[src/rtl/r_skid_reg.sv]
// r_skid_reg - two-entry valid/ready skid buffer.
//
// Cuts every combinational path between the upstream and downstream
// handshakes (s_ready, m_valid and m_data are all flop outputs) while still
// sustaining one transfer per clock. All storage is built from r_reg.
//
// Ports:
//   clk      in   1   rising-edge clock
//   reset    in   1   synchronous active-high reset
//   s_data   in   W   upstream data, taken when s_valid & s_ready
//   s_valid  in   1   upstream offers s_data
//   s_ready  out  1   block can accept a word (registered)
//   m_data   out  W   downstream data, straight from the main register
//   m_valid  out  1   m_data holds a word (registered)
//   m_ready  in   1   downstream takes m_data this cycle

`ifndef REUSABLES_REG_CLK_RISING
`define REUSABLES_REG_CLK_RISING 1
`endif
`ifndef REUSABLES_REG_RESET_ACTIVE_HIGH
`define REUSABLES_REG_RESET_ACTIVE_HIGH 1
`endif
`ifndef REUSABLES_REG_RESET_SYNC
`define REUSABLES_REG_RESET_SYNC 1
`endif

// r_reg - enabled register with synchronous active-high reset.
//   clk in 1, reset in 1, i_en in 1 (load enable), i_d in W, o_q out W.
module r_reg #(
    parameter int            W       = 1,
    parameter logic [W-1:0]  RST_VAL = '0
) (
    input  logic         clk,
    input  logic         reset,
    input  logic         i_en,
    input  logic [W-1:0] i_d,
    output logic [W-1:0] o_q
);
    always_ff @(posedge clk) begin
        if (reset)
            o_q <= RST_VAL;
        else if (i_en)
            o_q <= i_d;
    end
endmodule

module r_skid_reg #(
    parameter int W = 8
) (
    input  logic         clk,
    input  logic         reset,
    input  logic [W-1:0] s_data,
    input  logic         s_valid,
    output logic         s_ready,
    output logic [W-1:0] m_data,
    output logic         m_valid,
    input  logic         m_ready
);
    localparam bit CFG_OK = (`REUSABLES_REG_CLK_RISING != 0) &&
                            (`REUSABLES_REG_RESET_ACTIVE_HIGH != 0) &&
                            (`REUSABLES_REG_RESET_SYNC != 0);

    if (!CFG_OK) begin : g_cfg_err
        $error("R_STATIC_ERROR: r_skid_reg needs rising clock, active-high synchronous reset");
    end
    if (W < 1) begin : g_w_err
        $error("R_STATIC_ERROR: r_skid_reg needs W >= 1");
    end

    // State is the pair of registered handshake outputs, {m_valid, s_ready}.
    typedef enum logic [1:0] {
        ST_RST   = 2'b00,
        ST_EMPTY = 2'b01,
        ST_FULL  = 2'b10,
        ST_BUSY  = 2'b11
    } state_t;

    logic         r_m_valid, r_s_ready;
    logic [W-1:0] r_m_q, r_k_q;
    logic         w_m_valid_nxt, w_s_ready_nxt;
    logic         w_m_en, w_m_sel_k, w_k_en;
    logic [W-1:0] w_m_d;
    logic         w_in, w_out;
    state_t       w_state;

    assign w_in    = s_valid & r_s_ready;
    assign w_out   = r_m_valid & m_ready;
    assign w_state = state_t'({r_m_valid, r_s_ready});

    always_comb begin
        w_m_valid_nxt = r_m_valid;
        w_s_ready_nxt = r_s_ready;
        w_m_en        = 1'b0;
        w_m_sel_k     = 1'b0;
        w_k_en        = 1'b0;
        case (w_state)
            ST_RST: begin
                // Only reachable through reset; leave for EMPTY once released.
                w_m_valid_nxt = 1'b0;
                w_s_ready_nxt = 1'b1;
            end
            ST_EMPTY: begin
                if (w_in) begin
                    w_m_en        = 1'b1;
                    w_m_valid_nxt = 1'b1;
                end
            end
            ST_BUSY: begin
                if (w_in && w_out) begin
                    w_m_en = 1'b1;
                end else if (w_in) begin
                    // Downstream stalled: park the new word in the skid entry
                    // and stop upstream from the next cycle on.
                    w_k_en        = 1'b1;
                    w_s_ready_nxt = 1'b0;
                end else if (w_out) begin
                    w_m_valid_nxt = 1'b0;
                end
            end
            ST_FULL: begin
                if (w_out) begin
                    w_m_en        = 1'b1;
                    w_m_sel_k     = 1'b1;
                    w_s_ready_nxt = 1'b1;
                end
            end
            default: begin
                w_m_valid_nxt = 1'b0;
                w_s_ready_nxt = 1'b0;
            end
        endcase
    end

    assign w_m_d = w_m_sel_k ? r_k_q : s_data;

    r_reg #(.W(W)) u_main (
        .clk(clk), .reset(reset), .i_en(w_m_en), .i_d(w_m_d), .o_q(r_m_q)
    );
    r_reg #(.W(W)) u_skid (
        .clk(clk), .reset(reset), .i_en(w_k_en), .i_d(s_data), .o_q(r_k_q)
    );
    r_reg #(.W(1)) u_mvalid (
        .clk(clk), .reset(reset), .i_en(1'b1), .i_d(w_m_valid_nxt), .o_q(r_m_valid)
    );
    r_reg #(.W(1)) u_sready (
        .clk(clk), .reset(reset), .i_en(1'b1), .i_d(w_s_ready_nxt), .o_q(r_s_ready)
    );

    assign m_data  = r_m_q;
    assign m_valid = r_m_valid;
    assign s_ready = r_s_ready;
endmodule
[config.mk]
export PLATFORM = sky130hd
export DESIGN_NAME = r_skid_reg
export DESIGN_NICKNAME = d
export VERILOG_FILES = /design/src/rtl/r_skid_reg.sv
export SDC_FILE = /design/constraint.sdc
export NUM_CORES = 1
export LEC_CHECK = 0
export ABC_AREA = 1
export CORE_MARGIN = 1.5
export CORE_UTILIZATION = 47
export CTS_CLUSTER_DIAMETER = 200
export DETAILED_ROUTE_END_ITERATION = 8
export GPL_TIMING_DRIVEN = 1
export PLACE_DENSITY_LB_ADDON = 0.25
export RECOVER_POWER = 25
export SLEW_MARGIN = 20
export SYNTH_ARGS = -nofsm -noshare
export SYNTH_HDL_FRONTEND = slang
export SYNTH_SLANG_ARGS = --single-unit
[constraint.sdc]
create_clock -name clk -period 1.1 [get_ports clk]
set_input_delay 0.165 -clock clk [delete_from_list [all_inputs] [get_ports clk]]
set_output_delay 0.165 -clock clk [all_outputs]
set_load 0.01 [all_outputs]
# [After elaboration in Yosys (flattened, before gate mapping)]
# Cells that the tools add are included.
[op_classes] n_reduce_logical=6 bitwise_logic=2 n_eq_ne=9 n_mux=17
[ops] cell="2-to-1 mux 1 bit" n=13
[ops] cell="!= test 2 bit (second input constant)" n=6
[ops] cell="case mux 1 bit (3 select lines)" n=3
[ops] cell="2-to-1 mux 8 bit" n=1
[ops] cell="nonzero test 3 bit" n=2
[ops] cell="AND reduction 5 bit" n=1
[ops] cell="== test 2 bit (second input constant)" n=2
[ops] cell="AND reduction 4 bit" n=1
[ops] cell="AND 1 bit" n=2
[ops] cell="== test 2 x 1 -> 1 bit (second input constant)" n=1
[ops] cell="logical NOT 2 bit" n=1
[ops] cell="logical AND 1 bit" n=1
[word_totals] register_bits=18 word_cells=38

# [Logic depth before layout (Yosys ltp)]
# Gate-level depths: netlist (run 1).
[depth] word_depth=5 depth_mapped=7 mapped_depth_nobuf=7

# [Modules after synthesis]
# From an unflattened synthesis (run 1), not the netlist that was laid out.
[hier_totals] hier_cells=155 hier_area_um2=970.9
[by_module_without_submodules] mod="r_reg at u_main ..." n_inst=2 cells_each=51 area_each_um2=341.6
[by_module_without_submodules] mod="r_skid_reg" n_inst=1 cells_each=39 area_each_um2=197.7
[by_module_without_submodules] mod="r_reg at u_mvalid ..." n_inst=2 cells_each=7 area_each_um2=45.0

# [Worst setup path before layout (run 1)]
# No wires, ideal clock.
[synth_timing] path_type="register to register" from="register u_mvalid.o_q" to="register u_skid.o_q[0]" arrival_ns=0.959 stages_incl_launch_ff=6 path_buffers=0 required_time_ns=0.984 synth_period_minus_slack_ns=1.075 setup_slack_ns=0.025 path_cell_list="dfxtp_1 nand2_2 nor2_4 inv_2 nor2_1 nor2_1"
[synth_via] elab_chain_len=4 word_cells_on_any_way=5 cone_classes="eq/ne (1); mux (2); bitwise (1); reduce/logical (1)"
[synth_lines] item="start, declared" line="37" rtl="output logic [W-1:0] o_q"
[synth_lines] item="start signal, assigned" line="43" rtl="o_q <= i_d;"
[synth_lines] item="AND 1 bit" line="87" rtl="assign w_out = r_m_valid & m_ready;"
[synth_lines] item="logical AND 1 bit" line="109" rtl="if (w_in && w_out) begin"
[synth_lines] item="2-to-1 mux 1 bit" line="109"
[synth_lines] item="2-to-1 mux 1 bit *" line="96" rtl="case (w_state)"
[synth_lines] item="end signal, assigned" line="43"
[synth_lines] item="end, declared" line="37"
# Every way passes the cells marked *; elsewhere a longest branch is shown, timed or not.
# A chain may end at the register's enable or synchronous reset.

# [Final worst setup path (run 1)]
[layout_timing] from="register u_mvalid.o_q" to="register u_main.o_q[0]"
[layout_via] elab_chain_len=4 word_cells_on_any_way=10 cone_classes="eq/ne (3); mux (5); bitwise (1); reduce/logical (1)"
[layout_lines] item="AND 1 bit" line="87"
[layout_lines] item="logical AND 1 bit or 2-to-1 mux 1 bit (tied branches)" line="109, 121"
[layout_lines] item="2-to-1 mux 1 bit, on equally long branches" line="109, 96"
[layout_lines] item="case mux 1 bit (3 select lines) or 2-to-1 mux 8 bit (tied branches)" line="96, 134"
[layout_lines] item="end signal, assigned" line="43"
[layout_lines] item="end, declared" line="37"
# Several ways; a longest one is shown, not always the timed one.

==> metrics, run 1 <==
status complete, but fails checks; failing checks negative setup slack; Worst Path Arrival 1.35 ns; Most Crowded Layer GR met2; Tot Pwr around 1.5 mW; finished layout cell area approximately 1300 sq um; Final Util 0.7609; unrepaired setup endpoints after global routing yes; clk sinks 18; drt wl/cell ~12 um; Initial Util 0.5043; FP Rows 15; Placed Area 1139 sq um; post-synthesis instance total about 130; R2R depth 7; first-pass iteration count of the detailed router 6; max-cap viol count 0; met2 usage 0.3750; Num CTS Buffers 3; mapped cell area approximately 870 sq um; first-pass GRT wire length ~3500 um; vias per cell 4.995; critical path endpoint u_main.o_q[0]; cell area power density 1143 nW/um^2; H-tree depth 1; share of cells above drive strength 1 0.2635; worst setup margin -0.06050 ns; R2R setup slack -0.06 ns; detailed-route via count about 960; post-route insts no fill 192; Synth Register Bits 18; yosys warns 0; leakage power between 0.6 and 0.7 nW; CP endpoint kind flip-flop; worst endpoint required time 1.29 ns; final net count 180; Crit-path slowest cell dfxtp_2; Post-Route Skew 0.002710 ns; final hold slack 0.2863 ns; met1 GRT Util 0.3002; Clk pin slew, worst setup/hold paths about 0.10 ns; Worst Max-Slew Pin Slew 0.2608 ns; worst hold path class in2reg; Place WS -0.3399 ns; clock tree buffer depth 2; RePlAce Congestion 0.7880; commonest non-fill, non-tap cells in the layout nor2_1, nand2_1, inv_1, dfxtp_1, nor2_2; Chip Height approximately 46 um; CP Cell Sequence buf_6, buf_6, nand3_4, nand2_1, nand3_1, nor2_1, nor2_1; Die X 46.05 um; number of remaining DRC errors 0; Root Buffer clkbuf_4; launch point of the critical path u_mvalid.o_q; Yosys cell types 14; antenna violations before repair 0; fmax 0.8617 GHz; diode count 0; Layout area overhead 50.86%; GR Util met3 0.03571; syn nets 146; clock latency on the worst-skew pair ~0.29 ns; type of the worst setup path reg2reg; routed wire length approximately 2400 um; post-synthesis average cell area between 6 and 7 sq um; post-synthesis sequential area ratio 0.4138; Post-Place Cells about 180; reg2reg start u_mvalid.o_q; pin count of the biggest net entering global routing 11; core box area ~1700 sq um; Initial DRC Count 43; die area about 2100 sq um; Routed Antenna Nets 0; I/O Pins 22; hpwl dp about 1400 um; fin crit share 1.055; grt ovf 0; critical path launch point type flip-flop; Setup TNS Final -0.2849 ns; final setup vio count 8; All-Layer GR Usage 0.2300; CTS tree done; CP max FO 8; Final min period around 1.2 ns; final hold violations 0; relative slew slack 0.8262; Critical Path Max Stage Delay 0.35 ns; I/O Buffers 21; vias in the first global route around 800; Final Max Slew Viols 0; RR Endpoint u_main.o_q[0]; most common cell after layout, fill and taps aside nor2_1; Worst IR Drop VDD 0.8951 mV
layout make-up:
type	count	area (sq um)
tap	25	31.28
clock buffer	4	36.28
sequential	18	362.8
timing repair buffer	29	274.0
inverter	21	81.33
multi-input combinational	95	528.0
fill	141	412.9
registers in the layout, indices dropped and copies added (netlist names):
register	cells
u_sready.o_q	1
u_skid.o_q	8
u_mvalid.o_q	1
u_main.o_q	8
power by group:
| group | internal, mW | switching (mW) |
|---|---|---|
| clock network | 0.201 | 0.206 |
| logic | 0.168 | 0.208 |
| registers | 0.695 | 0.0229 |
| total | 1.06 | 0.437 |
how the worst min path moves through the flow:
stage                   from             to  slack [ns]  cells past startpoint
2_1_floorplan          reset   u_sready.o_q        0.24                      1
3_3_place_gp   u_skid.o_q[7]  u_skid.o_q[7]        0.49                      2
3_5_place_dp   u_skid.o_q[1]  u_skid.o_q[1]        0.50                      2
4_1_cts                reset   u_sready.o_q        0.43                      2
5_1_grt              s_valid   u_sready.o_q        0.35                      4
6_report             s_valid   u_sready.o_q        0.29                      4
kinds of logic after synthesis:
logic type,after synthesis,share of synthesized area
AND/OR/NAND/NOR,84,0.4224
flip-flops,18,0.4138
buffers and inverters,24,0.1178
AO/OA/AOI/OAI,8,0.04598
Yosys cell counts, drive strengths merged:
cell,n,area [sq um]
nand2,30,132.6
buf,3,23.77
nand3,10,62.56
nor2,44,172.7
o21ai,8,40.04
inv,21,78.82
dfxtp,18,360.4
repair_timing:
action                                  CTS  global route
setup buffers                             3             0
hold buffers                              0             0
gates resized for setup                  19            34
gates cloned                              3             0
pin swaps                                 6            10
endpoints found under the setup margin   24            22
critical path, delay by kind of cell (launching register included):
| family | cells | cell delay, ns |
|---|---|---|
| buffers and inverters | 2 | 0.22 |
| DFF | 1 | 0.35 |
| and+or+nand+nor | 5 | 0.49 |
per-layer routing:
metal | wire, um | vias to the layer above | part of all wire
li1 | - | 469 | -
met1 | 972 | 435 | 0.41
met2 | 1213 | 53 | 0.51
met3 | 164 | 2 | 0.069
met4 | 12 | 0 | 0.0051
met5 | 0 | - | 0
Note: power is estimated with default switching activity, not from simulation.
==> run 2: changes to the inputs <==
--- a/config.mk
+++ b/config.mk
@@ -6,8 +6,7 @@
 export NUM_CORES = 1
 export LEC_CHECK = 0
 export ABC_AREA = 1
-export CORE_MARGIN = 1.5
-export CORE_UTILIZATION = 47
+export CORE_UTILIZATION = 35
 export CTS_CLUSTER_DIAMETER = 200
 export DETAILED_ROUTE_END_ITERATION = 8
 export GPL_TIMING_DRIVEN = 1
==> metrics, run 2 (same netlist as run 1, synthesis figures left out) <==
status completed; H-tree depth 1 (unchanged); unrepaired setup endpoints after global routing yes; clk sinks 18 (unchanged); hold_buf cts 0 (unchanged); CTS tree done; switching share of power 0.2886 (-0.002419); diode count 0 (unchanged); Clk pin slew, worst setup/hold paths 0.11 ns (about the same); Num CTS Buffers 3 (unchanged); relative slew slack 0.8299 (+0.003691); Initial Util 0.3826 (-0.1217); Net Switching 433.2 uW (-0.89%); Final Util 0.5657 (-0.1952); grt ovf 0 (unchanged); vias in the first global route 724 (-8.0%); type of the worst setup path reg2reg; cell area power density 1166 nW/um^2 (+2.0%); Worst Hold Launch reset; reg2reg start u_mvalid.o_q; Final Max Slew Viols 0 (unchanged); CP endpoint kind flip-flop; leakage power 0.5978 nW (-4.2%); Worst Path Arrival 1.28 ns (-0.07 ns); worst endpoint required time 1.29 ns (about the same); drt wl/cell 10.75 um (-13%); sequential power share 0.480 (+0.002); worst hold path class in2reg; antenna violations before repair 0 (unchanged); fmax 0.9191 GHz (+6.7%); CP max FO 8 (unchanged); Setup TNS Final 0 ns (+0.2849 ns); clock latency on the worst-skew pair 0.30 ns (about the same); final net count 180 (unchanged); critical path launch point type flip-flop; detailed-route via count 887 (-7.5%); commonest non-fill, non-tap cells in the layout nor2_1, inv_1, nand2_1, dfxtp_1, nand2_2; pin count of the biggest net entering global routing 17 (+6); Worst IR Drop VDD 0.6333 mV (-29%); Logic pwr share 0.242 (-0.009); most common cell after layout, fill and taps aside nor2_1; Post-Route Skew 0.006141 ns (+0.003432 ns); Worst Max-Slew Pin Slew 0.2548 ns (-0.005952 ns); core box area 2276 sq um (+32%); All-Layer GR Usage 0.1587 (-0.07126); final hold violations 0 (unchanged); FP Rows 17 (+2); vias per cell 4.549 (-8.9%); Routed Antenna Nets 0 (unchanged); max-cap viol count 0 (unchanged); clock tree buffer depth 2 (unchanged); first-pass GRT wire length 3098 um (-10%); Layout area overhead 47.84%; internal power 1.068 mW (+0.28%); Clock power frac 0.278 (+0.007); Final min period 1.088 ns (-0.07249 ns); fin crit share 0.9891 (-0.06590); top flop regs u_main.o_q (8), u_skid.o_q (8); routed wire length 2096 um (-11%); hpwl dp 1366 um (+0.74%); final setup vio count 0 (-8); Die X 51.88 um (+13%); Chip Height 51.88 um (+13%); Initial DRC Count 31 (-28%); RePlAce Congestion 0.8762 (+11%); first-pass iteration count of the detailed router 4 (-2); share of cells above drive strength 1 0.2216 (-0.04192); Root Buffer clkbuf_4; launch point of the critical path u_mvalid.o_q; I/O Buffers 21 (unchanged); number of remaining DRC errors 0 (unchanged); final hold slack 0.4026 ns (+0.1164 ns); die area 2692 sq um (+27%); I/O Pins 22 (unchanged)
[run 2: cell types whose count changed in the layout (fill, tap and decap cells not counted), sizes merged]
cell and change:
clkdlybuf4s50 +1, dlygate4sd2 -5, clkbuf -2, clkdlybuf4s15 +6
[run 2: area by class of cell]
type	count	area, sq um
clock buffers	4	36.28
fillers	220	988.4
inverters	21	78.83
multi-input cells	95	493.0
flip-flops and latches	18	365.4
well taps	28	35.03
repair buffers	29	279.0
[run 2: worst max-delay path: stages, from the launching register on]
cell     delay, ns
dfxtp_4       0.40
nand2_2       0.14
nor2_4        0.17
inv_2         0.09
nor2_1        0.12
nor2_1        0.06
[run 2: power groups by stage]
| stage | clock [mW] | sequential, mW | combinational (mW) |
|---|---|---|---|
| after floorplan | 0 | 0.749 | 0.147 |
| after global placement | 0 | 0.730 | 0.318 |
| after detailed placement | 0 | 0.733 | 0.321 |
| after CTS | 0.421 | 0.716 | 0.299 |
| after global routing | 0.457 | 0.725 | 0.402 |
| final | 0.418 | 0.720 | 0.363 |
[run 2: metrics by stage]
| step | power, mW | setup slack, ns | area, sq um | std cells |
|---|---|---|---|---|
| after detailed placement | 1.054 | -0.3097 | 1142 | 185 |
| after global routing | 1.584 | -0.04676 | 1287 | 195 |
| final | 1.501 | 0.01199 | 1287 | 195 |
| after floorplan | 0.8962 | 0.02482 | 870.8 | 134 |
| after global placement | 1.049 | -0.2834 | 1142 | 185 |
| after CTS | 1.437 | -0.01058 | 1171 | 189 |
[run 2: path summary, 6_finish.rpt]
check / cells past startpoint / slack (ns) / endpoint
max reg2reg: 5 / 0.01 / u_skid.o_q[5]
min: 2 / 0.40 / u_sready.o_q
min reg2reg: 4 / 0.53 / u_main.o_q[1]
max: 5 / 0.01 / u_skid.o_q[5]
[run 2: timing repair]
item	4_1_cts	5_1_grt
gates resized for setup	13	29
cloned	0	3
setup endpoints to repair	26	26
buffers inserted	0	3
pin swaps	0	6
[run 2: per-layer routing]
layer  global-route usage  up-vias  part of all wire  wire [um]
met5                    0        -                 0          0
met4              0.08108        0             0.016         34
met3              0.02632        4             0.050        104
met2               0.2436       29              0.48       1004
met1               0.2115      386              0.45        953
li1                     -      468                 -          -
